## src/rtl/multicycle_ctrl.sv

```systemverilog
// -----------------------------------------------------------------------------
// multicycle_ctrl
//
// Control sequencer for a multi-cycle RV32 core. Each instruction is walked
// through FETCH -> DECODE -> EXEC -> (MEM) -> (WB) over several clocks, and
// every datapath strobe is driven from here. The block handshakes with the
// instruction and data memories, counts retired instructions, and halts on
// ECALL/EBREAK (SYSTEM class) or an unknown opcode.
//
// Ports
//   CLK           clock, all state updates on the rising edge
//   RST           synchronous active-high reset
//   opcode        inst[6:0] from the instruction register (sampled in DECODE)
//   branch_taken  ALU compare result, used in EXEC for branches
//   imem_ready    instruction word valid this cycle
//   dmem_ready    data access complete this cycle
//   imem_req      fetch request, held until imem_ready
//   ir_we         instruction register load strobe
//   pc_we         PC update strobe (one per retired instruction)
//   pc_sel        next PC: 0 = PC+4, 1 = PC+imm, 2 = rs1+imm
//   alu_src       ALU operand B: 0 = rs2, 1 = imm
//   rf_we         register-file write strobe
//   wb_sel        writeback source: 0 = ALU, 1 = load data, 2 = PC+4
//   dmem_req      data access request, held until dmem_ready
//   dmem_we       1 = store, qualifies dmem_req
//   state         current state encoding, for debug
//   instret       retired-instruction count, wraps modulo 2^INSTRET_W
//   halted        core stopped
//   illegal       the halt was caused by an unknown opcode
// -----------------------------------------------------------------------------
module multicycle_ctrl #(
  parameter int INSTRET_W = 32
) (
  input  logic                 CLK,
  input  logic                 RST,
  input  logic [6:0]           opcode,
  input  logic                 branch_taken,
  input  logic                 imem_ready,
  input  logic                 dmem_ready,
  output logic                 imem_req,
  output logic                 ir_we,
  output logic                 pc_we,
  output logic [1:0]           pc_sel,
  output logic                 alu_src,
  output logic                 rf_we,
  output logic [1:0]           wb_sel,
  output logic                 dmem_req,
  output logic                 dmem_we,
  output logic [2:0]           state,
  output logic [INSTRET_W-1:0] instret,
  output logic                 halted,
  output logic                 illegal
);

  // ---------------------------------------------------------------------------
  // Types and constants
  // ---------------------------------------------------------------------------
  typedef enum logic [2:0] {
    S_FETCH  = 3'd0,
    S_DECODE = 3'd1,
    S_EXEC   = 3'd2,
    S_MEM    = 3'd3,
    S_WB     = 3'd4,
    S_HALT   = 3'd5
  } state_e;

  typedef enum logic [3:0] {
    C_LOAD,
    C_STORE,
    C_OP,
    C_OPIMM,
    C_LUI,
    C_AUIPC,
    C_JAL,
    C_JALR,
    C_BRANCH,
    C_SYSTEM,
    C_ILLEGAL
  } cls_e;

  localparam logic [6:0] OPC_LOAD   = 7'b0000011;
  localparam logic [6:0] OPC_STORE  = 7'b0100011;
  localparam logic [6:0] OPC_OP     = 7'b0110011;
  localparam logic [6:0] OPC_OPIMM  = 7'b0010011;
  localparam logic [6:0] OPC_LUI    = 7'b0110111;
  localparam logic [6:0] OPC_AUIPC  = 7'b0010111;
  localparam logic [6:0] OPC_JAL    = 7'b1101111;
  localparam logic [6:0] OPC_JALR   = 7'b1100111;
  localparam logic [6:0] OPC_BRANCH = 7'b1100011;
  localparam logic [6:0] OPC_SYSTEM = 7'b1110011;

  localparam logic [1:0] PC_PLUS4  = 2'd0;
  localparam logic [1:0] PC_REL    = 2'd1;
  localparam logic [1:0] PC_RS1    = 2'd2;

  localparam logic [1:0] WB_ALU    = 2'd0;
  localparam logic [1:0] WB_LOAD   = 2'd1;
  localparam logic [1:0] WB_LINK   = 2'd2;

  // ---------------------------------------------------------------------------
  // Helpers
  // ---------------------------------------------------------------------------
  function automatic cls_e decode_class(input logic [6:0] op);
    cls_e c;
    case (op)
      OPC_LOAD:   c = C_LOAD;
      OPC_STORE:  c = C_STORE;
      OPC_OP:     c = C_OP;
      OPC_OPIMM:  c = C_OPIMM;
      OPC_LUI:    c = C_LUI;
      OPC_AUIPC:  c = C_AUIPC;
      OPC_JAL:    c = C_JAL;
      OPC_JALR:   c = C_JALR;
      OPC_BRANCH: c = C_BRANCH;
      OPC_SYSTEM: c = C_SYSTEM;
      default:    c = C_ILLEGAL;
    endcase
    return c;
  endfunction

  // Classes whose second ALU operand is the immediate.
  function automatic logic uses_imm(input cls_e c);
    return (c == C_LOAD)  || (c == C_STORE) || (c == C_OPIMM) ||
           (c == C_LUI)   || (c == C_AUIPC) || (c == C_JALR);
  endfunction

  // ---------------------------------------------------------------------------
  // State
  // ---------------------------------------------------------------------------
  state_e                 state_q, state_d;
  cls_e                   cls_q, cls_d;
  logic                   illegal_q, illegal_d;
  logic [INSTRET_W-1:0]   instret_q;
  logic                   retire;

  // NOTE: sequential state uses non-blocking assignments so every register
  // samples the pre-edge values; the combinational block below uses blocking.
  always_ff @(posedge CLK) begin
    if (RST) begin
      state_q   <= S_FETCH;
      cls_q     <= C_OP;
      illegal_q <= 1'b0;
      instret_q <= '0;
    end else begin
      state_q   <= state_d;
      cls_q     <= cls_d;
      illegal_q <= illegal_d;
      if (retire) begin
        instret_q <= instret_q + INSTRET_W'(1);
      end
    end
  end

  // ---------------------------------------------------------------------------
  // Next state and strobes
  // ---------------------------------------------------------------------------
  // NOTE: every signal written here gets a default first, so no path through
  // the case statement can leave one unassigned and infer a latch.
  always_comb begin
    state_d   = state_q;
    cls_d     = cls_q;
    illegal_d = illegal_q;
    retire    = 1'b0;
    imem_req  = 1'b0;
    ir_we     = 1'b0;
    pc_we     = 1'b0;
    pc_sel    = PC_PLUS4;
    alu_src   = 1'b0;
    rf_we     = 1'b0;
    wb_sel    = WB_ALU;
    dmem_req  = 1'b0;
    dmem_we   = 1'b0;

    case (state_q)
      S_FETCH: begin
        imem_req = 1'b1;
        if (imem_ready) begin
          ir_we   = 1'b1;
          state_d = S_DECODE;
        end
      end

      S_DECODE: begin
        // The class is captured only here; later states steer off cls_q.
        cls_d = decode_class(opcode);
        case (cls_d)
          C_SYSTEM:  state_d = S_HALT;
          C_ILLEGAL: begin
            state_d   = S_HALT;
            illegal_d = 1'b1;
          end
          default:   state_d = S_EXEC;
        endcase
      end

      S_EXEC: begin
        alu_src = uses_imm(cls_q);
        if (cls_q == C_BRANCH) begin
          // Branches retire straight out of EXEC.
          pc_we   = 1'b1;
          pc_sel  = branch_taken ? PC_REL : PC_PLUS4;
          retire  = 1'b1;
          state_d = S_FETCH;
        end else if ((cls_q == C_LOAD) || (cls_q == C_STORE)) begin
          state_d = S_MEM;
        end else begin
          state_d = S_WB;
        end
      end

      S_MEM: begin
        dmem_req = 1'b1;
        dmem_we  = (cls_q == C_STORE);
        alu_src  = 1'b1;
        if (dmem_ready) begin
          if (cls_q == C_STORE) begin
            // Stores have nothing to write back and retire on the ready cycle.
            pc_we   = 1'b1;
            pc_sel  = PC_PLUS4;
            retire  = 1'b1;
            state_d = S_FETCH;
          end else begin
            state_d = S_WB;
          end
        end
      end

      S_WB: begin
        rf_we = 1'b1;
        pc_we = 1'b1;
        case (cls_q)
          C_LOAD:  wb_sel = WB_LOAD;
          C_JAL,
          C_JALR:  wb_sel = WB_LINK;
          default: wb_sel = WB_ALU;
        endcase
        case (cls_q)
          C_JAL:   pc_sel = PC_REL;
          C_JALR:  pc_sel = PC_RS1;
          default: pc_sel = PC_PLUS4;
        endcase
        retire  = 1'b1;
        state_d = S_FETCH;
      end

      S_HALT: begin
        state_d = S_HALT;
      end

      default: begin
        // Unused encodings are treated as a corrupted sequencer.
        state_d   = S_HALT;
        illegal_d = 1'b1;
      end
    endcase

    // Reset silences every strobe in the same cycle, dropping any request
    // that was in flight.
    if (RST) begin
      retire   = 1'b0;
      imem_req = 1'b0;
      ir_we    = 1'b0;
      pc_we    = 1'b0;
      pc_sel   = PC_PLUS4;
      alu_src  = 1'b0;
      rf_we    = 1'b0;
      wb_sel   = WB_ALU;
      dmem_req = 1'b0;
      dmem_we  = 1'b0;
    end
  end

  // ---------------------------------------------------------------------------
  // Status outputs
  // ---------------------------------------------------------------------------
  assign state   = state_q;
  assign instret = instret_q;
  assign halted  = (state_q == S_HALT);
  assign illegal = illegal_q;

endmodule

```

## config.mk

```make
export PLATFORM = sky130hd
export DESIGN_NAME = multicycle_ctrl
export DESIGN_NICKNAME = d
export VERILOG_FILES = /design/src/rtl/multicycle_ctrl.sv
export SDC_FILE = /design/constraint.sdc
export NUM_CORES = 1
export LEC_CHECK = 0
export CAP_MARGIN = 20
export CORE_MARGIN = 1
export CORE_UTILIZATION = 50
export CTS_CLUSTER_DIAMETER = 50
export DETAILED_ROUTE_END_ITERATION = 8
export PLACE_DENSITY = 0.79
export SYNTH_ARGS = -nofsm -noshare
export SYNTH_HDL_FRONTEND = slang
export SYNTH_SLANG_ARGS = --single-unit
```

## constraint.sdc

```tcl
create_clock -name CLK -period 2.5 [get_ports CLK]
set_input_delay 0.625 -clock CLK [delete_from_list [all_inputs] [get_ports CLK]]
set_output_delay 0.625 -clock CLK [all_outputs]
set_load 0.03 [all_outputs]
```

Word level (Yosys, flattened, before mapping) --
Cells that the tools add are included.
Word-level totals: bits in registers 40, bits of input ports 12, output and inout bits 48, logic and storage cells 82
Operators by class: add/sub/neg operators 1, eq/ne operators 27, multiplexer cells 37, bitwise operators 1, reduce and logical (&&, ||, !) cells 12
Operator list (number):
- case mux 4 bit (10 select lines) | 1
- adder 32 x 1 -> 32 bit, second input constant | 1
- equality test 7 bit, second input constant | 4
- equality test 7 x 6 -> 1 bit, second input constant | 3
- two-way mux 1 bit | 19
- two-way mux 3 bit | 6
- equality test 4 x 3 -> 1 bit, second input constant | 4
- case mux 3 bit (5 select lines) | 1
- equality test 7 x 5 -> 1 bit, second input constant | 2
- equality test 4 bit, second input constant | 3
- case mux 2 bit (2 select lines) | 3
- equality test 7 x 2 -> 1 bit, second input constant | 1
- equality test 3 x 2 -> 1 bit, second input constant | 2
- equality test 3 bit, second input constant | 2
- two-way mux 2 bit | 3
- inequality test 2 bit, second input constant | 3
- logical OR 1 bit | 5
- OR reduction 5 bit | 1
- equality test 4 x 1 -> 1 bit, second input constant | 1
- equality test 4 x 2 -> 1 bit, second input constant | 1
- logical NOT 4 bit | 1
- two-way mux 4 bit | 1
- case mux 1 bit (2 select lines) | 2
- AND reduction 2 bit | 2
- other kinds (5) | 6

Depth between registers and ports, before layout --
word-level depth 8, gate-level depth with buffers 8, depth with buffers taken out 6

Least setup slack after synthesis --
No wires, ideal clock.
path type input to output, start point input RST, end point output ir_we, arrival 2.207 ns, required time 1.875 ns, setup slack -0.332 ns, stages on the path 3, path buffers 1, path through clkbuf_1 nor4_1 and2_1
On the way: word-level cells in the longest chain between the ends 1
Ends and longest elaborated chain:
- start, declared | RTL line 35 | input logic RST,
- two-way mux 1 bit | RTL line 259 | if (RST) begin
- end, declared | RTL line 41 | output logic ir_we,
Every way passes these cells.

Worst setup path after layout --
start point register state_q[0] (netlist: state[0]), end point output halted
On the way: word-level cells in the longest chain between the ends 1
Ends and longest elaborated chain:
- start, declared | RTL line 130 | state_e state_q, state_d;
- start signal, assigned | RTL line 145 | state_q <= state_d;
- equality test 3 bit | RTL line 278 | assign halted = (state_q == S_HALT);
- end, declared | RTL line 51 | output logic halted,
Every way passes these cells.

==> summary.md <==
| Metric | Value |
|---|---|
| Status | `complete, no violations` |
| Finished Layout Cells | `406` |
| Number of synthesized flops with an enable pin | `0` |
| Row count | `25` |
| GR Util All Layers | `0.229` |
| Final instance area | `3320 um2` |
| Initial antenna violation count | `0` |
| Final wirelength | `5700 um` |
| Commonest non-fill, non-tap cell in the layout | `clkdlybuf4s50_1` |
| Drt pass-1 iters | `4` |
| Slew Limit Fails | `0` |
| IO Pins | `60` |
| Switch Pwr | `0.345 mW` |
| Clk network pwr share | `0.341` |
| Synth cell types | `59` |
| Post-route setup TNS | `0 ns` |
| Sw Ratio | `0.267` |
| Register area | `801 um2` |
| Global-route wire length before repair | `9490 um` |
| TritonCTS Buffers | `5` |
| Total grt overflow | `0` |
| Hold Crit Depth | `2` |
| Port bufs | `59` |
| Ys async rst share | `0` |
| Path depth of the worst reg2reg path | `6` |
| Worst vdd ir | `0.326 mV` |
| Int Power | `0.949 mW` |
| Area after DPL | `3220 um2` |
| Layout cell share with drive strength beyond 1 | `0.213` |
| Metal2 WL | `2690 um` |
| Placer Congestion | `0.828` |
| Via-per-instance ratio | `5.80` |
| Number of global-route vias before repair | `2082` |
| Worst EP required | `1.88 ns` |
| CTS max path bufs | `2` |
| Setup crit start kind | `register` |
| Initial Utilization | `0.519` |
| Mapped Nets | `290` |
| CTS tree | `built` |
| Final Hold Viols | `0` |
| Post-Syn Area per Cell | `8.79 um2` |
| Mapped Area | `2440 um2` |
| Clock Sinks | `40` |
| Most frequent cells in the layout | `47 x clkdlybuf4s50_1, 40 x dfxtp_1, 35 x buf_4, 25 x nor2_1, 25 x a21oi_1` |
| Uppermost layer routed | `met4` |
| WL met1 | `2650 um` |
| Fill cells | `378` |
| CORE AREA | `4690 um2` |
| Yosys warns | `0` |
| Largest net degree at the start of global routing | `44` |
| Tightest Pin Transition | `0.538 ns` |
| # hold bufs at CTS | `0` |
| Setup WS pre-CTS | `-0.230 ns` |
| Nets | `364` |
| Dominant synthesized flop cell | `dfxtp_1` |
| Critical path peak fanout | `13` |
| CTS root buffer | `clkbuf_8` |
| Synth-to-Final Area Change | `36.4%` |
| Via count | `2353` |
| Die X | `71.8 um` |
| Final Setup Violations | `0` |
| Fin util | `0.708` |
| Critical path type | `register to output port` |
| DR iter-0 viols | `135` |
| Static leakage | `1.09 nW` |
| DRC viols | `0` |
| Multi-input gate area | `1530 um2` |
| Antenna Cells | `0` |
| Max Fclk | `0.411 GHz` |
| Rel. slew slack | `0.637` |
| RSZ-0062 raised after global routing | `false` |
| Setup Skew | `0.00585 ns` |
| Clk_lat worst skew | `0.29 ns` |
| Die Y | `71.8 um` |
| Min-delay worst type | `register to register` |
| Combinational share of power | `0.149` |
| Placed Cells incl. Taps | `397` |
| Post-Syn Instances | `277` |
| Final WS setup | `0.0661 ns` |
| Dpl hpwl | `4050 um` |
| WL/cell | `14.0 um` |
| Yosys reg bits | `40` |
| Sequential area share after synthesis | `0.329` |
| Register share of total power | `0.510` |
| Met3 WL | `296 um` |
| Clk slew on worst S/H paths | `0.08 ns` |
| Detail Route Antenna Nets | `0` |
| Crit path DAT | `1.81 ns` |
| Tcrit/Tclk final | `0.974` |
| Worst setup EP type | `output port` |
| Die area | `5160 um2` |
| Max-Cap Viols | `0` |
| Cell area power density | `389 nW/um2` |
| Final min period | `2.43 ns` |
| H-tree depth | `2` |
[synthesized netlist by cell type, types with 5 or more instances]
cell | number | area share
a21oi_1 | 25 | 0.051
clkbuf_1 | 10 | 0.015
a2111oi_2 | 6 | 0.037
or3_1 | 7 | 0.018
nand2_1 | 21 | 0.032
nand4_1 | 7 | 0.018
buf_2 | 6 | 0.012
or4_1 | 9 | 0.028
o31ai_1 | 10 | 0.031
xnor2_1 | 14 | 0.050
nor2_1 | 26 | 0.040
dfxtp_1 | 40 | 0.33
nand3_1 | 8 | 0.016
o21ai_0 | 6 | 0.012
inv_1 | 7 | 0.011
a2111oi_4 | 5 | 0.056
[repair_timing]
action                     4_1_cts  5_1_grt
pin swaps                        1        1
setup buffers                    1        0
hold endpoints to repair         0        0
setup endpoints to repair        8        1
gates resized for setup          3        0
[cells by family after synthesis]
group | share of synthesized area
buffers and inverters | 0.0493
DFF | 0.329
adders and majority gates | 0.00514
xor gates and xnor gates | 0.0539
muxes | 0.0169
AOI/OAI and AO/OA | 0.257
and+or+nand+nor | 0.289
[metal layers]
| metal | track usage | vias up |
|---|---|---|
| li1 | - | 1185 |
| met1 | 0.313 | 1086 |
| met2 | 0.369 | 73 |
| met3 | 0.0450 | 9 |
| met4 | 0.0610 | 0 |
| met5 | 0 | - |
[sequential cells by signal, indices dropped and copies added, names as in the netlist]
signal,flops
illegal,1
state,3
instret,32
cls_q,4
[worst paths after layout]
path | from | end | slack [ns]
max | state[0] | halted | 0.07
max reg2reg | state[2] | instret[13] | 0.29
min reg2reg | instret[1] | instret[1] | 0.50
min | instret[1] | instret[1] | 0.50
[critical path: stages, from the launching register on]
cell and delay (ns):
dfxtp_1 0.46, buf_4 0.23, and3b_1 0.17, clkdlybuf4s50_1 0.66
[stage by stage]
step	total power, mW	hold WS, ns
after CTS	1.30	0.498
after detailed placement	0.865	0.487
after floorplan	0.795	0.487
after global placement	0.863	0.484
final	1.29	0.495
after global routing	1.35	0.526
[layout make-up]
cell class / count / area share
inverters: 8 / 0.0113
well taps: 54 / 0.0203
flip-flops and latches: 40 / 0.241
clock buffers: 6 / 0.0248
repair buffers: 86 / 0.239
clock inverters: 2 / 0.00301
multi-input cells: 210 / 0.461
[power groups by stage]
stage / combinational, mW / sequential [mW] / clock, mW
2_1_floorplan: 0.110 / 0.685 / 0
3_3_place_gp: 0.188 / 0.675 / 0
3_5_place_dp: 0.190 / 0.675 / 0
4_1_cts: 0.192 / 0.660 / 0.451
5_1_grt: 0.209 / 0.663 / 0.475
6_report: 0.192 / 0.660 / 0.441
Power figures use the tool's default switching activity.
